==> config.mk <==
export PLATFORM = sky130hd
export DESIGN_NAME = frame_buffer_scheduler
export DESIGN_NICKNAME = d
export VERILOG_FILES = /design/src/rtl/frame_buffer_scheduler.sv
export SDC_FILE = /design/constraint.sdc
export NUM_CORES = 1
export LEC_CHECK = 0
export CAP_MARGIN = 5
export CORE_UTILIZATION = 39
export CTS_CLUSTER_DIAMETER = 50
export DETAILED_ROUTE_END_ITERATION = 8
export GPL_TIMING_DRIVEN = 0
export SYNTH_ARGS = -nofsm -noshare
export SYNTH_HDL_FRONTEND = slang
export SYNTH_SLANG_ARGS = --single-unit
==> constraint.sdc <==
create_clock -name clk -period 5.8 [get_ports clk]
set_input_delay 1.16 -clock clk [delete_from_list [all_inputs] [get_ports clk]]
set_output_delay 1.16 -clock clk [all_outputs]
set_load 0.02 [all_outputs]
==> src/rtl/frame_buffer_scheduler.sv <==
// Address sequencer for a multi-slot transpose frame buffer.
// Pixels are written row-major into the current write slot. Completed
// frames are read back column-major, and each read is issued one cycle
// before the data is due because the BRAM has one cycle of read latency.
module frame_buffer_scheduler #(
  parameter int width     = 120,
  parameter int height    = 240,
  parameter int wr_height = 240,
  parameter int num_slots = 2,
  parameter int addr_w    = $clog2(width*height*num_slots)
) (
  input  logic                           clk,
  input  logic                           reset_n,
  input  logic                           in_valid,
  output logic                           in_ready,
  output logic                           wr_en,
  output logic [addr_w-1:0]              wr_addr,
  output logic                           rd_en,
  output logic [addr_w-1:0]              rd_addr,
  input  logic                           out_ready,
  output logic                           out_valid,
  output logic                           out_sof,
  output logic                           out_eof,
  output logic [$clog2(num_slots+1)-1:0] frames_held
);

  localparam int FS     = width * height;
  localparam int WB     = width * (height - wr_height) / 2;
  localparam int WE     = WB + width * wr_height;
  localparam int slot_w = (num_slots > 1) ? $clog2(num_slots) : 1;
  localparam int row_w  = (height > 1) ? $clog2(height) : 1;
  localparam int col_w  = (width > 1) ? $clog2(width) : 1;
  localparam int held_w = $clog2(num_slots + 1);

  localparam logic [addr_w-1:0] WB_A      = addr_w'(WB);
  localparam logic [addr_w-1:0] WE_LAST_A = addr_w'(WE - 1);
  localparam logic [addr_w-1:0] WIDTH_A   = addr_w'(width);
  localparam logic [slot_w-1:0] SLOT_LAST = slot_w'(num_slots - 1);
  localparam logic [row_w-1:0]  ROW_LAST  = row_w'(height - 1);
  localparam logic [col_w-1:0]  COL_LAST  = col_w'(width - 1);
  localparam logic [held_w-1:0] HELD_MAX  = held_w'(num_slots);

  typedef enum logic {IDLE, READ} state_t;

  state_t              state;
  logic [slot_w-1:0]   wr_slot;
  logic [slot_w-1:0]   rd_slot;
  logic [addr_w-1:0]   wr_ptr;
  logic [row_w-1:0]    row;
  logic [col_w-1:0]    col;
  logic                wr_done;
  logic                rd_done;
  logic                rd_first;

  // Slot base addresses are elaboration-time constants, so no multiplier
  // is needed to locate a slot.
  logic [addr_w-1:0] slot_base [num_slots];
  for (genvar gi = 0; gi < num_slots; gi++) begin : g_slot_base
    assign slot_base[gi] = addr_w'(gi * FS);
  end

  // Write side: accept whenever a free slot exists.
  assign in_ready = (frames_held < HELD_MAX);
  assign wr_en    = in_valid & in_ready;
  assign wr_addr  = slot_base[wr_slot] + wr_ptr;
  assign wr_done  = wr_en & (wr_ptr == WE_LAST_A);

  // Read side: issue only while reading and permitted downstream.
  assign rd_en    = (state == READ) & out_ready;
  assign rd_addr  = slot_base[rd_slot] + addr_w'(row) * WIDTH_A + addr_w'(col);
  assign rd_first = rd_en & (row == '0) & (col == '0);
  assign rd_done  = rd_en & (row == ROW_LAST) & (col == COL_LAST);

  // Write pointer walks the centred band, then moves to the next slot.
  always_ff @(posedge clk or negedge reset_n) begin
    if (!reset_n) begin
      wr_ptr  <= WB_A;
      wr_slot <= '0;
    end else if (wr_en) begin
      if (wr_done) begin
        wr_ptr  <= WB_A;
        wr_slot <= (wr_slot == SLOT_LAST) ? '0 : wr_slot + 1'b1;
      end else begin
        wr_ptr  <= wr_ptr + 1'b1;
      end
    end
  end

  // Read FSM: column-major walk of one slot, one IDLE cycle between frames.
  always_ff @(posedge clk or negedge reset_n) begin
    if (!reset_n) begin
      state   <= IDLE;
      row     <= '0;
      col     <= '0;
      rd_slot <= '0;
    end else begin
      case (state)
        IDLE: begin
          row <= '0;
          col <= '0;
          if (frames_held != '0) state <= READ;
        end
        READ: begin
          if (rd_en) begin
            if (row == ROW_LAST) begin
              row <= '0;
              col <= col + 1'b1;
            end else begin
              row <= row + 1'b1;
            end
            if (rd_done) begin
              rd_slot <= (rd_slot == SLOT_LAST) ? '0 : rd_slot + 1'b1;
              state   <= IDLE;
            end
          end
        end
        default: state <= IDLE;
      endcase
    end
  end

  // Output flags follow the read issue by the BRAM's one-cycle latency.
  always_ff @(posedge clk or negedge reset_n) begin
    if (!reset_n) begin
      out_valid <= 1'b0;
      out_sof   <= 1'b0;
      out_eof   <= 1'b0;
    end else begin
      out_valid <= rd_en;
      out_sof   <= rd_first;
      out_eof   <= rd_done;
    end
  end

  // Occupancy count: a write and a read completing together cancel out.
  always_ff @(posedge clk or negedge reset_n) begin
    if (!reset_n) begin
      frames_held <= '0;
    end else begin
      case ({wr_done, rd_done})
        2'b10:   frames_held <= frames_held + 1'b1;
        2'b01:   frames_held <= frames_held - 1'b1;
        default: frames_held <= frames_held;
      endcase
    end
  end

endmodule

==> results of run 1 <==
-- final cells by class --
class	count	area (um^2)
clock inverter	1	30.0
timing repair buffer	52	505
sequential	39	981
tap	105	131
multi-input combinational	268	2280
fill	791	4110
clock buffer	6	72.6
inverter	30	118
buffer	18	105
-- final timing paths --
kind                       startpoint              to  slack [ns]  cells past startpoint
min in group asynchronous     reset_n      wr_ptr[15]        0.78                      1
hold / removal             wr_ptr[15]      wr_ptr[15]        0.53                      1
hold reg to reg            wr_ptr[15]      wr_ptr[15]        0.53                      1
max in group asynchronous     reset_n          row[5]        4.55                      2
setup / recovery               row[2]     rd_addr[14]        0.05                     16
setup reg to reg               row[1]  frames_held[1]        3.18                      6
-- through the flow --
stage               setup TNS (ns)  cells
finish                           0    519
floorplan                        0    355
global placement            -0.585    503
detailed placement          -0.617    504
CTS                              0    514
global route                -0.136    519
-- placed cells by master, fill, tap and decap left out, types with 5 or more instances in the layout --
| cell type | Yosys | layout |
|---|---|---|
| o21ai_0 | 13 | 13 |
| fa_1 | 14 | 13 |
| a21oi_1 | 15 | 13 |
| and3_1 | 7 | 7 |
| clkbuf_1 | 8 | 9 |
| inv_1 | 30 | 25 |
| buf_4 | 10 | 18 |
| xnor2_1 | 30 | 30 |
| nor2b_1 | 7 | 7 |
| a21o_1 | 6 | 6 |
| clkbuf_8 | 0 | 5 |
| nor2_1 | 13 | 13 |
| clkdlybuf4s50_1 | 0 | 39 |
| dfrtp_1 | 39 | 35 |
| and2_1 | 12 | 12 |
| nand4_1 | 11 | 11 |
| nor3_1 | 7 | 7 |
| o21bai_1 | 5 | 5 |
| nand3_1 | 13 | 13 |
| xor2_1 | 16 | 16 |
| ha_1 | 44 | 40 |
| nand2_1 | 17 | 17 |
| and4_1 | 5 | 5 |
-- sequential cells by signal, summed over array words and instances (netlist names) --
name / flops
col: 7
frames_held: 2
out_eof: 1
out_sof: 1
out_valid: 1
rd_slot: 1
row: 8
state: 1
wr_ptr: 16
wr_slot: 1
-- where the power goes --
group | leakage [nW] | internal [W] | total, W | switching, W
sequential | 0.514 | 0.000292 | 0.000323 | 0.0000312
clock | 0.0513 | 0.000126 | 0.000216 | 0.0000903
combinational | 1.49 | 0.000876 | 0.00182 | 0.000944
total | 2.05 | 0.00129 | 0.00236 | 0.00107
-- kinds of logic after synthesis --
group                    share of synthesized area
AO/OA/AOI/OAI                                0.107
XOR/XNOR                                     0.118
adder cells (fa/ha/maj)                      0.244
buffers and inverters                       0.0639
flip-flops                                   0.286
multiplexers                               0.00294
AND/OR/NAND/NOR                              0.178
-- worst register-to-register path, cell delays in order, from the launching register on --
cell and delay (ns):
dfrtp_1 0.50, ha_1 0.36, nand4_1 0.29, nor3_1 0.75, ha_1 0.38, nor2_1 0.14
xnor2_1 0.12
-- what timing repair did --
item	in CTS	in global routing
pin swaps	3	11
gates resized for setup	21	8
setup buffers	3	5
setup endpoints to repair	4	1
hold buffers	0	0
-- routing by layer --
layer | vias up | global-route usage | wire length (um)
li1 | 1330 | - | -
met4 | 0 | 0.0286 | 32
met1 | 1291 | 0.216 | 3280
met5 | - | 0 | 0
met3 | 4 | 0.0263 | 254
met2 | 49 | 0.267 | 3220
==> results.py, run 1 <==
metrics = {
    "clocking": {
        "cts_sinks": 39,
        "insertion_delay_ns": 0.28,
        "clockRootBuffer": "clkbuf_8",
        "cts_tree": "built",
        "cts-htree-levels": 2,
        "cts_buffers": 5,
        "cts_buffer_depth": 2,
        "path_clk_slew_ns": 0.08,
    },
    "placement": {
        "place_ws_ns": -0.530,
        "gp_congestion": 0.779,
        "placed_cell_area_um2": 3980,
        "hpwlAfterDp_mm": 5.15,
        "io_buffers": 43,
    },
    "drt": {
        "routedWlPerCell_um": 13.1,
        "drtIter0Drc": 150,
        "via_count": 2674,
        "drtAntennaViolNets": 0,
        "wirelength_mm": 6.79,
        "dr.pass1.iters": 4,
        "drc": 0,
        "vias_per_cell": 5.15,
    },
    "pwr": {
        "powerDensity_nw_per_um2": 558,
        "cellLeakagePower_nw": 2.05,
        "irDropWorstVdd_v": 0.000767,
        "finalPower_w": 0.00236,
    },
    "global_route": {
        "grt_pass1_vias": 2471,
        "grt_usage": 0.158,
        "overflow": 0,
        "grt_pass1_wl_mm": 11.4,
        "antenna_found_initial": 0,
        "grt_start_max_net_pins": 26,
    },
    "yosys": {
        "ys_seq_elements": 39,
        "ys.flop_type": "dfrtp_1",
        "synth_area_leaders": "dfrtp_1 29%, ha_1 16%, fa_1 8.2%, xnor2_1 7.7%, xor2_1 4.1%",
        "async_flop_share": 1.00,
        "synth_top_area_cell": "dfrtp_1",
        "syn-num-nets": 417,
        "mappedNetlistArea_um2": 3410,
        "synthTopCellsByCount": "44 x ha_1, 39 x dfrtp_1, 30 x inv_1, 30 x xnor2_1, 17 x nand2_1",
        "netlist_instances": 355,
        "yosysWarnings": 0,
        "synth_edf_count": 0,
        "syn_avg_cell_area_um2": 9.60,
        "synth.most_common_cell": "ha_1",
        "synth-seq-area-share": 0.286,
        "synth_top_area_frac": 0.286,
        "synth_cell_types": 44,
    },
    "timing": {
        "slew_headroom": 0.452,
        "min_period_ns": 5.75,
        "tightest_slew_ns": 0.816,
        "setup_viol": 0,
        "hold_viol": 0,
        "whs_ns": 0.526,
        "skew_ns": 0.00701,
        "rsz0062_at_grt": "true",
        "worst_slack_ns": 0.0489,
        "fmax_ghz": 0.174,
        "maxSlewViolCount": 0,
        "min_period_over_period": 0.992,
    },
    "layout": {
        "drive_gt1_frac": 0.118,
        "finalInstanceArea_um2": 4230,
        "post-route-util": 0.507,
        "area_growth_pct": 24.1,
        "finalNetCount": 476,
        "antenna_cells": 0,
    },
    "critical_path": {
        "worst-path-buf-inv": 4,
        "crit_type": "register to output port",
        "crit_path_start_kind": "register",
        "cp.arrival_ns": 4.59,
        "endpoint_kind": "output port",
        "worstPathMaxFanout": 4,
        "required_ns": 4.64,
        "crit_slowest_cell": "fa_1",
        "cpPeakStageDelay_ns": 0.56,
        "cp_top_family": "adder cells",
        "path_cells": "buf_6, fa_1, inv_2, fa_1, inv_2, fa_2, a211o_1, a211o_1, a21oi_2, o21bai_1, xor2_1, ha_1, nand2_1, or4_1, o211ai_1, buf_4",
    },
    "run": {
        "maxCapViolations": 0,
    },
    "die": {
        "die_y_um": 95.5,
        "dieWidth_um": 95.5,
        "coreArea_um2": 8340,
        "start_util": 0.408,
        "std_cell_rows": 33,
        "die_area_um2": 9110,
        "io_pins": 44,
    },
    "outcome": {
        "status": "finished clean",
    },
    "hold_path": {
        "hold_path.class": "register to register",
    },
}
Power figures use the tool's default switching activity.
==> run 2, diff against run 1 <==
--- a/config.mk
+++ b/config.mk
@@ -10,6 +10,7 @@
 export CTS_CLUSTER_DIAMETER = 50
 export DETAILED_ROUTE_END_ITERATION = 8
 export GPL_TIMING_DRIVEN = 0
+export HOLD_SLACK_MARGIN = 0.08
 export SYNTH_ARGS = -nofsm -noshare
 export SYNTH_HDL_FRONTEND = slang
 export SYNTH_SLANG_ARGS = --single-unit
==> constraint.sdc (replaced) <==
create_clock -name clk -period 6.2 [get_ports clk]
set_input_delay 1.24 -clock clk [delete_from_list [all_inputs] [get_ports clk]]
set_output_delay 1.24 -clock clk [all_outputs]
set_load 0.02 [all_outputs]
==> run 2 against run 1 <==
Against the previous run: cell count did not move; flip-flop and latch count did not move; sequential power fell by 5%; largest cell class unchanged; hold slack got worse by 0.0043 ns; routed wire length fell by 1.6%; critical path depth fell by 1; sequential share of layout area rose by 0.29 points; clock skew rose by 0.00091 ns; power fell by 9.5%; combinational power fell by 10%; core utilization fell by 0.62 points; count of clock-buffer cells in the layout did not move.
==> results.py, run 2 (synthesis gave the netlist of run 1 again) <==
metrics = {
    "die": {
        "coreArea_um2": 8340,
        "io_pins": 44,
        "dieWidth_um": 95.5,
        "die_area_um2": 9110,
        "start_util": 0.408,
        "die_y_um": 95.5,
        "std_cell_rows": 33,
    },
    "drt": {
        "vias_per_cell": 5.13,
        "dr.pass1.iters": 4,
        "routedWlPerCell_um": 12.9,
        "drtIter0Drc": 94,
        "wirelength_mm": 6.68,
        "drtAntennaViolNets": 0,
        "drc": 0,
        "via_count": 2664,
    },
    "clocking": {
        "insertion_delay_ns": 0.28,
        "clockRootBuffer": "clkbuf_8",
        "cts_sinks": 39,
        "path_clk_slew_ns": 0.08,
        "postCtsHoldBufs": 0,
        "cts_buffers": 5,
        "cts_buffer_depth": 2,
        "cts_tree": "built",
        "cts-htree-levels": 2,
    },
    "global_route": {
        "grt_pass1_vias": 2471,
        "grt_pass1_wl_mm": 11.3,
        "grt_usage": 0.156,
        "antenna_found_initial": 0,
        "overflow": 0,
        "grt_start_max_net_pins": 26,
    },
    "pwr": {
        "irDropWorstVdd_v": 0.000726,
        "finalPower_w": 0.00214,
        "powerDensity_nw_per_um2": 512,
        "cellLeakagePower_nw": 2.05,
    },
    "timing": {
        "slew_headroom": 0.447,
        "rsz0062_at_grt": "false",
        "setup_viol": 0,
        "worst_slack_ns": 0.261,
        "fmax_ghz": 0.168,
        "tightest_slew_ns": 0.823,
        "maxSlewViolCount": 0,
        "skew_ns": 0.00791,
        "min_period_ns": 5.94,
        "min_period_over_period": 0.958,
        "hold_viol": 0,
    },
    "layout": {
        "largest_register_ffs": 16,
        "layout_common_cells": "43 x ha_1, 41 x clkdlybuf4s50_1, 35 x dfrtp_1",
        "finalNetCount": 476,
        "largest_register": "wr_ptr",
        "post-route-util": 0.501,
        "drive_gt1_frac": 0.0990,
        "antenna_cells": 0,
        "final_common_cell": "ha_1",
        "area_growth_pct": 22.5,
        "top_regs": "wr_ptr: 16 flops, row: 8 flops, col: 7 flops",
        "fillers": 804,
    },
    "hold_path": {
        "hold_path.class": "register to register",
        "min-delay-start": "wr_ptr[15]",
    },
    "critical_path": {
        "cp.arrival_ns": 4.70,
        "r2r-start": "row[1]",
        "worst-path-buf-inv": 3,
        "worstPathMaxFanout": 6,
        "endpoint_kind": "output port",
        "crit_path_start_kind": "register",
        "cpPeakStageDelay_ns": 0.52,
        "crit_type": "register to output port",
        "path_cells": "inv_4, fa_1, fa_1, inv_1, ha_1, a21o_1, a221oi_4, o21bai_1, a21oi_2, or4b_1, nand4_1, ha_1, o21a_1, o21a_1, clkdlybuf4s50_1",
        "worstSetupStartpoint": "row[3]",
        "required_ns": 4.96,
        "crit_slowest_cell": "clkdlybuf4s50_1",
        "cp_top_family": "adder cells",
    },
    "placement": {
        "io_buffers": 43,
        "gp_congestion": 0.779,
        "place_ws_ns": -0.210,
        "hpwlAfterDp_mm": 5.15,
    },
    "outcome": {
        "status": "finished clean",
    },
    "run": {
        "maxCapViolations": 0,
    },
}
run 2: cell count changes in the layout (fill, tap and decap cells not counted), sizes merged:
cell / delta
dlygate4sd2: -1
clkdlybuf4s15: -1
clkdlybuf4s50: +2
run 2: report_power, final:
part | switching, W | leakage (nW) | total, W | internal, W
sequential | 0.0000338 | 0.514 | 0.000307 | 0.000273
combinational | 0.000858 | 1.49 | 0.00163 | 0.000769
clock | 0.0000838 | 0.0513 | 0.000202 | 0.000118
run 2: cell type report:
type                       count  area (um^2)  share of cell area
multi-input combinational    268         2240               0.536
buffer                        18          105              0.0252
clock buffer                   6         72.6              0.0174
sequential                    39          981               0.235
inverter                      30          118              0.0282
clock inverter                 1         30.0             0.00719
tap                          105          131              0.0315
timing repair buffer          52          500               0.120
run 2: per-stage QoR:
step	cells	setup TNS [ns]	hold slack, ns	cell area [um^2]
finish	519	0	0.521	4180
global route	519	0	0.551	4180
CTS	511	0	0.532	4100
global placement	503	-0.188	0.515	3970
detailed placement	504	-0.210	0.519	3980
floorplan	355	0	0.473	3410
run 2: worst register-to-register path, delay by kind of cell, from the launching register on:
kind / cells / cell delay [ns]
fa+ha+maj: 2 / 0.74
simple gates: 3 / 1.18
flops: 1 / 0.50
xor+xnor: 1 / 0.12
run 2: final timing paths:
path                             endpoint  slack (ns)  cells past startpoint
max                           rd_addr[15]        0.26                     15
min                            wr_ptr[15]        0.52                      1
max reg2reg                frames_held[1]        3.58                      6
min reg2reg                    wr_ptr[15]        0.52                      1
max in group asynchronous          row[5]        4.87                      2
min in group asynchronous      wr_ptr[15]        0.86                      1
run 2: routing by layer:
layer	up-vias	global-route usage	share of wire
li1	1331	-	-
met1	1284	0.210	0.48
met2	47	0.267	0.48
met3	2	0.0255	0.039
met4	0	0.0249	0.0027
met5	-	0	0
run 2: repair_timing:
| item | 4_1_cts | 5_1_grt |
|---|---|---|
| pin swaps | 0 | 1 |
| gates resized for setup | 9 | 8 |
| setup endpoints to repair | 3 | 3 |
| buffers inserted | 0 | 8 |
| endpoints found under the hold margin | 0 | 0 |
==> run 3, diff against run 2 <==
--- a/config.mk
+++ b/config.mk
@@ -6,11 +6,14 @@
 export NUM_CORES = 1
 export LEC_CHECK = 0
 export CAP_MARGIN = 5
+export CORE_MARGIN = 2
 export CORE_UTILIZATION = 39
 export CTS_CLUSTER_DIAMETER = 50
 export DETAILED_ROUTE_END_ITERATION = 8
 export GPL_TIMING_DRIVEN = 0
 export HOLD_SLACK_MARGIN = 0.08
+export PLACE_DENSITY = 0.65
+export REMOVE_ABC_BUFFERS = 1
 export SYNTH_ARGS = -nofsm -noshare
 export SYNTH_HDL_FRONTEND = slang
 export SYNTH_SLANG_ARGS = --single-unit
==> run 3 against run 2 <==
Against the previous run: register-to-register slack better by 0.09 ns; cell count shrank 3.3%; combinational power is 2% lower; sequential power about the same; setup slack got worse by 0.069 ns; critical path type unchanged; clock skew decreased by 0.0015 ns; sequential share of layout area is 0.98 points higher.
==> results.py, run 3 (synthesis gave the netlist of run 1 again) <==
metrics = {
    "global_route": {
        "grt_pass1_wl_mm": 11.3,
        "use_met1": 0.198,
        "use_met3": 0.0245,
        "met2_usage": 0.225,
        "top_usage_layer": "met2",
        "grt_usage": 0.140,
        "overflow": 0,
        "grt_start_max_net_pins": 40,
        "grt_pass1_vias": 2469,
        "antenna_found_initial": 0,
    },
    "die": {
        "coreArea_um2": 8590,
        "dieWidth_um": 97.5,
        "die_area_um2": 9500,
        "io_pins": 44,
        "start_util": 0.396,
        "die_y_um": 97.5,
        "std_cell_rows": 34,
    },
    "timing": {
        "skew_ns": 0.00643,
        "maxSlewViolCount": 0,
        "slew_headroom": 0.430,
        "hold_viol": 0,
        "min_period_over_period": 0.969,
        "setup_viol": 0,
        "rsz0062_at_grt": "false",
        "whs_ns": 0.512,
        "fmax_ghz": 0.166,
        "min_period_ns": 6.01,
        "tightest_slew_ns": 0.856,
    },
    "pwr": {
        "powerDensity_nw_per_um2": 514,
        "irDropWorstVdd_v": 0.000582,
        "cellLeakagePower_nw": 1.96,
    },
    "drt": {
        "drc": 0,
        "drtIter0Drc": 93,
        "dr.pass1.iters": 4,
        "drtAntennaViolNets": 0,
        "vias_per_cell": 5.12,
        "routedWlPerCell_um": 12.6,
        "via_count": 2572,
        "wirelength_mm": 6.31,
    },
    "layout": {
        "layout_common_cells": "44 x ha_1, 41 x clkdlybuf4s50_1, 35 x dfrtp_1",
        "largest_register": "wr_ptr",
        "drive_gt1_frac": 0.0711,
        "top_regs": "wr_ptr: 16 flops, row: 8 flops, col: 7 flops",
        "antenna_cells": 0,
        "largest_register_ffs": 16,
        "finalInstanceArea_um2": 4010,
        "final_common_cell": "ha_1",
        "area_growth_pct": 17.6,
        "finalNetCount": 455,
    },
    "placement": {
        "hpwlAfterDp_mm": 4.86,
        "gp_congestion": 0.775,
        "io_buffers": 43,
        "placed_cell_area_um2": 3860,
    },
    "critical_path": {
        "crit_type": "register to output port",
        "reg2reg_depth": 6,
        "reg2reg_to": "frames_held[1]",
        "required_ns": 4.96,
        "worstPathMaxFanout": 6,
        "endpoint_kind": "output port",
        "r2r-start": "row[1]",
        "r2r_setup_slack_ns": 3.67,
        "cp.arrival_ns": 4.77,
        "crit_path_start_kind": "register",
    },
    "clocking": {
        "cts_tree": "built",
        "cts-htree-levels": 2,
        "cts_buffer_depth": 2,
        "path_clk_slew_ns": 0.08,
        "postCtsHoldBufs": 0,
        "clockRootBuffer": "clkbuf_8",
        "cts_buffers": 5,
        "cts_sinks": 39,
        "insertion_delay_ns": 0.29,
    },
    "hold_path": {
        "hold_depth": 1,
        "hold_end": "wr_ptr[2]",
        "min-delay-start": "wr_ptr[2]",
        "hold_path.class": "register to register",
    },
    "run": {
        "maxCapViolations": 0,
    },
    "outcome": {
        "status": "finished clean",
    },
}
run 3: cell types whose count changed in the layout (fill, tap and decap cells not counted), sizes merged:
cell      previous run  this run
clkinvlp             0         1
buf                 21         8
clkinv               0         1
clkbuf              14         6
bufinv               1         0
run 3: cell type report:
class / count / area, um^2
fill: 808 / 4590
clock inverter: 2 / 12.5
sequential: 39 / 981
tap: 108 / 135
timing repair buffer: 49 / 465
inverter: 30 / 118
multi-input combinational: 268 / 2220
clock buffer: 6 / 72.6
run 3: worst max-delay path, stage by stage, from the launching register on:
cell      delay (ns)
dfrtp_2         0.43
inv_1           0.09
fa_1            0.51
fa_1            0.51
inv_1           0.04
ha_1            0.35
a21o_1          0.21
a221oi_2        0.31
o21bai_1        0.14
a21oi_2         0.21
or4b_1          0.46
nand4_1         0.11
ha_1            0.28
or4_1           0.53
o211ai_1        0.09
buf_2           0.19
run 3: worst max path at each step:
stage / from / endpoint / slack, ns / cells past startpoint
2_1_floorplan: row[5] / rd_addr[14] / 0.62 / 14
3_3_place_gp: row[4] / rd_addr[14] / -0.21 / 15
3_5_place_dp: row[4] / rd_addr[14] / -0.23 / 15
4_1_cts: row[4] / rd_addr[14] / 0.01 / 15
5_1_grt: row[2] / rd_addr[13] / 0.01 / 15
6_report: row[2] / rd_addr[14] / 0.19 / 15
run 3: routing by layer:
metal | vias up | wire (um)
li1 | 1284 | -
met4 | 0 | 43
met1 | 1252 | 3140
met5 | - | 0
met2 | 32 | 2960
met3 | 4 | 166
run 3: power breakdown:
part	switching (W)	internal, W	leakage, nW
Sequential	0.0000322	0.000273	0.514
Combinational	0.000850	0.000739	1.40
Clock	0.0000859	0.0000786	0.0412
Total	0.000968	0.00109	1.96
run 3: per-stage QoR:
step                      TNS (ns)  worst slack (ns)  std cells  power, W   util
after detailed placement    -0.229            -0.229        488   0.00185  0.449
after CTS                        0            0.0122        496   0.00205  0.461
after floorplan                  0             0.617        337   0.00140      -
after global placement      -0.210            -0.210        488   0.00184  0.450
after global routing             0            0.0108        502   0.00225  0.466
final                            0             0.192        502   0.00206  0.466
run 3: repair_timing:
action                     in CTS  in global routing
gates resized for setup         9                  6
setup buffers                   0                  6
setup endpoints to repair       3                  3
